--- config.mk ---
export PLATFORM = sky130hd
export DESIGN_NAME = mitch_div_pipe_flat
export DESIGN_NICKNAME = d
export VERILOG_FILES = /design/src/rtl/mitch_div_pipe_if.sv /design/src/rtl/mitch_div_pipe.sv /design/src/flat_wrapper.sv
export SDC_FILE = /design/constraint.sdc
export NUM_CORES = 1
export LEC_CHECK = 0
export CAP_MARGIN = 20
export CORE_MARGIN = 1
export CORE_UTILIZATION = 40
export CTS_CLUSTER_DIAMETER = 200
export DETAILED_ROUTE_END_ITERATION = 10
export PLACE_DENSITY = 0.55
export SKIP_LAST_GASP = 1
export SLEW_MARGIN = 0
export SYNTH_ARGS = -nofsm -noshare
export SYNTH_HDL_FRONTEND = slang
export SYNTH_SLANG_ARGS = --single-unit
--- constraint.sdc ---
create_clock -name clk -period 3.6 [get_ports clk]
set_input_delay 0.36 -clock clk [delete_from_list [all_inputs] [get_ports clk]]
set_output_delay 0.36 -clock clk [all_outputs]
set_load 0.005 [all_outputs]
--- src/rtl/mitch_div_pipe_if.sv ---
// mitch_div_pipe_if: valid/ready bundle for the Mitchell divider
//   master : drives in_valid, x, y, out_ready; observes in_ready, out_valid, q, div0
//   slave  : the divider side of the same bundle
interface mitch_div_pipe_if #(
    parameter int WIDTH = 16,
    parameter int FRAC  = 8
);
    logic                    in_valid;
    logic                    in_ready;
    logic [WIDTH-1:0]        x;
    logic [WIDTH-1:0]        y;
    logic                    out_valid;
    logic                    out_ready;
    logic [WIDTH+FRAC-1:0]   q;
    logic                    div0;

    modport master (
        output in_valid, x, y, out_ready,
        input  in_ready, out_valid, q, div0
    );

    modport slave (
        input  in_valid, x, y, out_ready,
        output in_ready, out_valid, q, div0
    );
endinterface

--- src/rtl/mitch_div_pipe.sv ---
// mitch_div_pipe: 3-stage pipelined Mitchell approximate divider, q ~= x / y in Q(WIDTH).(FRAC)
//   clk  : rising-edge clock
//   rst  : asynchronous active-high reset
//   bus  : slave side of mitch_div_pipe_if (in_valid/in_ready/x/y, out_valid/out_ready/q/div0)
module mitch_div_pipe #(
    parameter int WIDTH = 16,
    parameter int FRAC  = 8
) (
    input  logic            clk,
    input  logic            rst,
    mitch_div_pipe_if.slave bus
);
    localparam int KW  = $clog2(WIDTH);
    localparam int FW  = WIDTH - 1;
    localparam int SSW = KW + 2;
    localparam int QW  = WIDTH + FRAC;
    localparam int WW  = 2 * WIDTH + FRAC - 1;
    localparam int SW  = $clog2(3 * WIDTH) + 1;

    function automatic logic [KW-1:0] lead_one(input logic [WIDTH-1:0] v);
        lead_one = '0;
        for (int i = 0; i < WIDTH; i++)
            if (v[i]) lead_one = KW'(i);
    endfunction

    // Fraction bits below the leading one, left-aligned into FW bits.
    function automatic logic [FW-1:0] mant(input logic [WIDTH-1:0] v, input logic [KW-1:0] k);
        mant = FW'(v << (KW'(WIDTH - 1) - k));
    endfunction

    logic                  en;
    logic                  v1, v2;
    logic [KW-1:0]         k1, k2;
    logic [FW-1:0]         f1, f2;
    logic                  zx1, zy1, zx2, zy2;
    logic [WIDTH-1:0]      m2;
    logic signed [SSW-1:0] s2;
    logic [WIDTH-1:0]      d;
    logic signed [SSW-1:0] e;
    logic [WIDTH-1:0]      m_n;
    logic signed [SSW-1:0] s_n;
    logic [SW-1:0]         rs;
    logic [WW-1:0]         wide;
    logic [QW-1:0]         q_n;

    assign en           = bus.out_ready | ~bus.out_valid;
    assign bus.in_ready = en;

    // A borrow in the fraction difference wraps d by 2^(WIDTH-1) for free,
    // so the mantissa is always 1.d[WIDTH-2:0]; only the exponent drops by one.
    assign d   = {1'b0, f1} - {1'b0, f2};
    assign e   = $signed({2'b00, k1}) - $signed({2'b00, k2});
    assign m_n = {1'b1, d[WIDTH-2:0]};
    assign s_n = e - $signed({{(SSW-1){1'b0}}, d[WIDTH-1]});

    // q = m * 2^(s+FRAC-(WIDTH-1)): pre-pad m so every case is a right shift.
    assign rs   = SW'(2 * WIDTH - 2) - {{(SW-SSW){s2[SSW-1]}}, s2};
    assign wide = {m2, {(WW-WIDTH){1'b0}}};
    assign q_n  = zy2 ? '1 : zx2 ? '0 : QW'(wide >> rs);

    always_ff @(posedge clk or posedge rst) begin
        if (rst) begin
            v1  <= 1'b0;
            k1  <= '0;
            k2  <= '0;
            f1  <= '0;
            f2  <= '0;
            zx1 <= 1'b0;
            zy1 <= 1'b0;
        end else if (en) begin
            v1  <= bus.in_valid;
            k1  <= lead_one(bus.x);
            k2  <= lead_one(bus.y);
            f1  <= mant(bus.x, lead_one(bus.x));
            f2  <= mant(bus.y, lead_one(bus.y));
            zx1 <= bus.x == '0;
            zy1 <= bus.y == '0;
        end
    end

    always_ff @(posedge clk or posedge rst) begin
        if (rst) begin
            v2  <= 1'b0;
            m2  <= '0;
            s2  <= '0;
            zx2 <= 1'b0;
            zy2 <= 1'b0;
        end else if (en) begin
            v2  <= v1;
            m2  <= m_n;
            s2  <= s_n;
            zx2 <= zx1;
            zy2 <= zy1;
        end
    end

    always_ff @(posedge clk or posedge rst) begin
        if (rst) begin
            bus.out_valid <= 1'b0;
            bus.q         <= '0;
            bus.div0      <= 1'b0;
        end else if (en) begin
            bus.out_valid <= v2;
            bus.q         <= q_n;
            bus.div0      <= zy2;
        end
    end
endmodule

--- src/flat_wrapper.sv ---
// flat-port wrapper written by rule: the top's interface ports become plain ports
module mitch_div_pipe_flat 
#(
    parameter int WIDTH = 16,
    parameter int FRAC  = 8
)
  (clk, rst, bus_in_valid, bus_x, bus_y, bus_out_ready, bus_in_ready, bus_out_valid, bus_q, bus_div0);
  mitch_div_pipe_if #(.WIDTH(WIDTH), .FRAC(FRAC)) bus_i ();
  input  logic clk;
  input  logic rst;
  input wire logic [$bits(bus_i.in_valid)-1:0] bus_in_valid;
  input wire logic [$bits(bus_i.x)-1:0] bus_x;
  input wire logic [$bits(bus_i.y)-1:0] bus_y;
  input wire logic [$bits(bus_i.out_ready)-1:0] bus_out_ready;
  output wire logic [$bits(bus_i.in_ready)-1:0] bus_in_ready;
  output wire logic [$bits(bus_i.out_valid)-1:0] bus_out_valid;
  output wire logic [$bits(bus_i.q)-1:0] bus_q;
  output wire logic [$bits(bus_i.div0)-1:0] bus_div0;
  assign bus_i.in_valid = bus_in_valid;
  assign bus_i.x = bus_x;
  assign bus_i.y = bus_y;
  assign bus_i.out_ready = bus_out_ready;
  assign bus_in_ready = bus_i.in_ready;
  assign bus_out_valid = bus_i.out_valid;
  assign bus_q = bus_i.q;
  assign bus_div0 = bus_i.div0;
  mitch_div_pipe #(.WIDTH(WIDTH), .FRAC(FRAC)) u_core (.clk(clk), .rst(rst), .bus(bus_i));
endmodule
==> out/metrics.cfg <==
[status]
status = finished, final reports clean

[layout]
final_cell_mix = nor2_1 (107), nand2_1 (106), dfrtp_1 (92)
drive_gt1_frac = 0.0961
final_common_cell = nor2_1
nFillCells = 1704
area_growth_pct = 16.7
antenna_cells = 0
layout.nets = 971
final-seq-area_um2 = 2300
final_util = 0.479
multi_input_area_um2 = 4430

[drt]
drtIter0Drc = 494
drc = 0
wl_mm = 21.1
num_vias = 6718
wl_per_cell_um = 18.5
antenna_left = 0
firstDrtPassIters = 6
avgViaCountPerCell = 5.89

[pwr]
peakVddDrop_mv = 0.447
power.leakage_nw = 3.49
p_per_area_nw_per_um2 = 853

[sta]
slew_headroom = 0.491
setup_tns_ns = 0
finalSetupViolCount = 0
max_freq_mhz = 317
fin_skew_ns = 0.0109
rsz0062_at_grt = false
final_hold_viol_count = 0
period_needed_ns = 3.15
tightest_slew_ns = 0.760
final-max-slew-violation-count = 0
min_period_over_period = 0.875

[global_route]
antenna_found_initial = 0
grt_use_total = 0.245
grt_pass1_vias = 6606
grt_max_degree = 93
grt_pass1_wl_mm = 34.8
grt_overflow = 0

[run]
max_cap_violations = 0

[floorplan]
die_area_um2 = 18300
row_count = 48
die_y_um = 135
ioPinCount = 63
start_util = 0.410
fp.coreArea_um2 = 17400
chipWidth_um = 135

[setup_path]
crit_type = flip-flop to flip-flop
cp-start-kind = flip-flop
cp.required_ns = 3.82
arrival_ns = 3.37
crit_fanout = 4
worstSetupEndpointType = flip-flop

[clocking]
htreeDepth = 3
cts_tree = built
holdBufCountCts = 0
cts_sinks = 92
clockBufferDepth = 2
clock_latency_ns = 0.35
cts_setup_buffers = 0
clock_tree.root_cell = clkbuf_16
cts_buffers = 9
clk_pin_slew_ns = 0.08

[placement]
io_buffers = 62
gp_routability_congestion = 0.934
dpl.hpwl_mm = 16.2

[synth]
syn_area_per_cell_um2 = 8.26
synth_warnings = 0
synth_largest_type_area_fraction = 0.323
synthCells = 863
syn_nets = 923
synth_largest_area_cell = dfrtp_1
ys_seq_elements = 92
ys_top_cells_by_area = dfrtp_1 (32%), nor2_1 (5.6%), nand2_1 (5.6%)
ys_types = 83
async_reset_ff_frac = 1.00
synth_edf_count = 0
ys.flop_type = dfrtp_1
seq_area_frac_synth = 0.323
synth_area_um2 = 7120

[worst_hold_path]
hp-class = input pin to asynchronous set/reset pin

-- cells by family (layout without fill, tap and decap cells) --
kind of cell | after synthesis | count (layout) | share of synthesized area
AO/OA/AOI/OAI | 282 | 282 | 0.268
XOR/XNOR | 21 | 21 | 0.0269
multiplexers | 43 | 43 | 0.0890
buffers and inverters | 94 | 147 | 0.0569
AND/OR/NAND/NOR | 307 | 307 | 0.192
adder cells (fa/ha/maj) | 24 | 24 | 0.0443
flip-flops | 92 | 92 | 0.323
-- critical path, cell delays in order, from the launching register on --
cell,delay (ns)
dfrtp_1,0.40
ha_1,0.32
o21ai_0,0.17
a21oi_1,0.11
o41ai_2,0.32
o211ai_1,0.19
a41oi_1,0.32
nor2_1,0.08
a211oi_1,0.25
ha_1,0.21
ha_1,0.17
nor3b_1,0.24
xnor2_1,0.15
o21ai_0,0.08
-- worst paths after layout --
path	start	end	slack, ns	cells after the start
worst max-delay path	u_core.f1[2]	u_core.s2[4]	0.45	13
worst min-delay path	rst	u_core.bus.q[0]	0.41	3
worst max register to register	u_core.f1[2]	u_core.s2[4]	0.45	13
worst min register to register	u_core.v2	u_core.v2	0.46	2
max in group asynchronous	rst	u_core.m2[13]	2.76	3
min in group clk	u_core.v2	u_core.v2	0.46	2
-- state kept, by name, summed over array words and instances (netlist names), 4 cells and up --
name / cells
u_core.m2: 16
u_core.k1: 4
u_core.bus.q: 24
u_core.f1: 15
u_core.k2: 4
u_core.s2: 6
u_core.f2: 15
-- cell type report --
| cell class | instances | area share |
|---|---|---|
| Clock buffer | 9 | 0.0271 |
| Timing Repair Buffer | 89 | 0.102 |
| Sequential cell | 92 | 0.277 |
| Tap cell | 225 | 0.0339 |
| Inverter | 42 | 0.0191 |
| Multi-Input combinational cell | 677 | 0.533 |
| Clock inverter | 7 | 0.00783 |
-- metrics by stage --
stage / setup WS [ns] / std cells / power [mW] / instance area (µm²) / hold WS [ns]
CTS: 0.266 / 1141 / 7.10 / 8310 / 0.450
detailed placement: 0.277 / 1125 / 6.14 / 8020 / 0.452
global placement: 0.321 / 1125 / 6.08 / 8020 / 0.440
global route: 0.105 / 1141 / 7.75 / 8310 / 0.489
finish: 0.450 / 1141 / 7.09 / 8310 / 0.413
floorplan: 0.717 / 863 / 4.81 / 7120 / 0.430
-- routing by layer --
layer,vias up,global-route usage,share of wire
li1,3262,-,-
met4,0,0.118,0.040
met3,47,0.0322,0.047
met2,207,0.404,0.47
met1,3202,0.315,0.44
met5,-,0,0
-- report_power, final --
part | internal, mW | switching (mW)
combinational | 1.95 | 2.53
clock | 0.487 | 0.448
sequential | 1.40 | 0.279
total | 3.84 | 3.25
-- cells in the mapped netlist, drive strengths merged (4+ instances only) --
cell    number
a21o         8
or2          8
a221oi       7
xor2         8
nor2       108
o211ai      14
o41ai        4
ha          22
buf         18
nor3        12
nand2b      14
o31ai       12
nor4         6
o21a         5
xnor2       13
o21ai       59
a211oi       8
mux4        15
a221o        8
dfrtp       92
a21oi       77
inv         42
a32oi        8
nor2b        6
nand3       23
o22ai       10
or3          5
clkbuf      33
mux2i       24
a41oi        5
a31oi       18
nor3b        4
and2         4
nand2      106
a22oi       11
mux2         4
-- timing repair --
action / in CTS / in global routing
endpoints found under the hold margin: 0 / 0
endpoints found under the setup margin: 0 / 3
resized for setup: 0 / 1
Note: power is estimated with default switching activity, not from simulation.
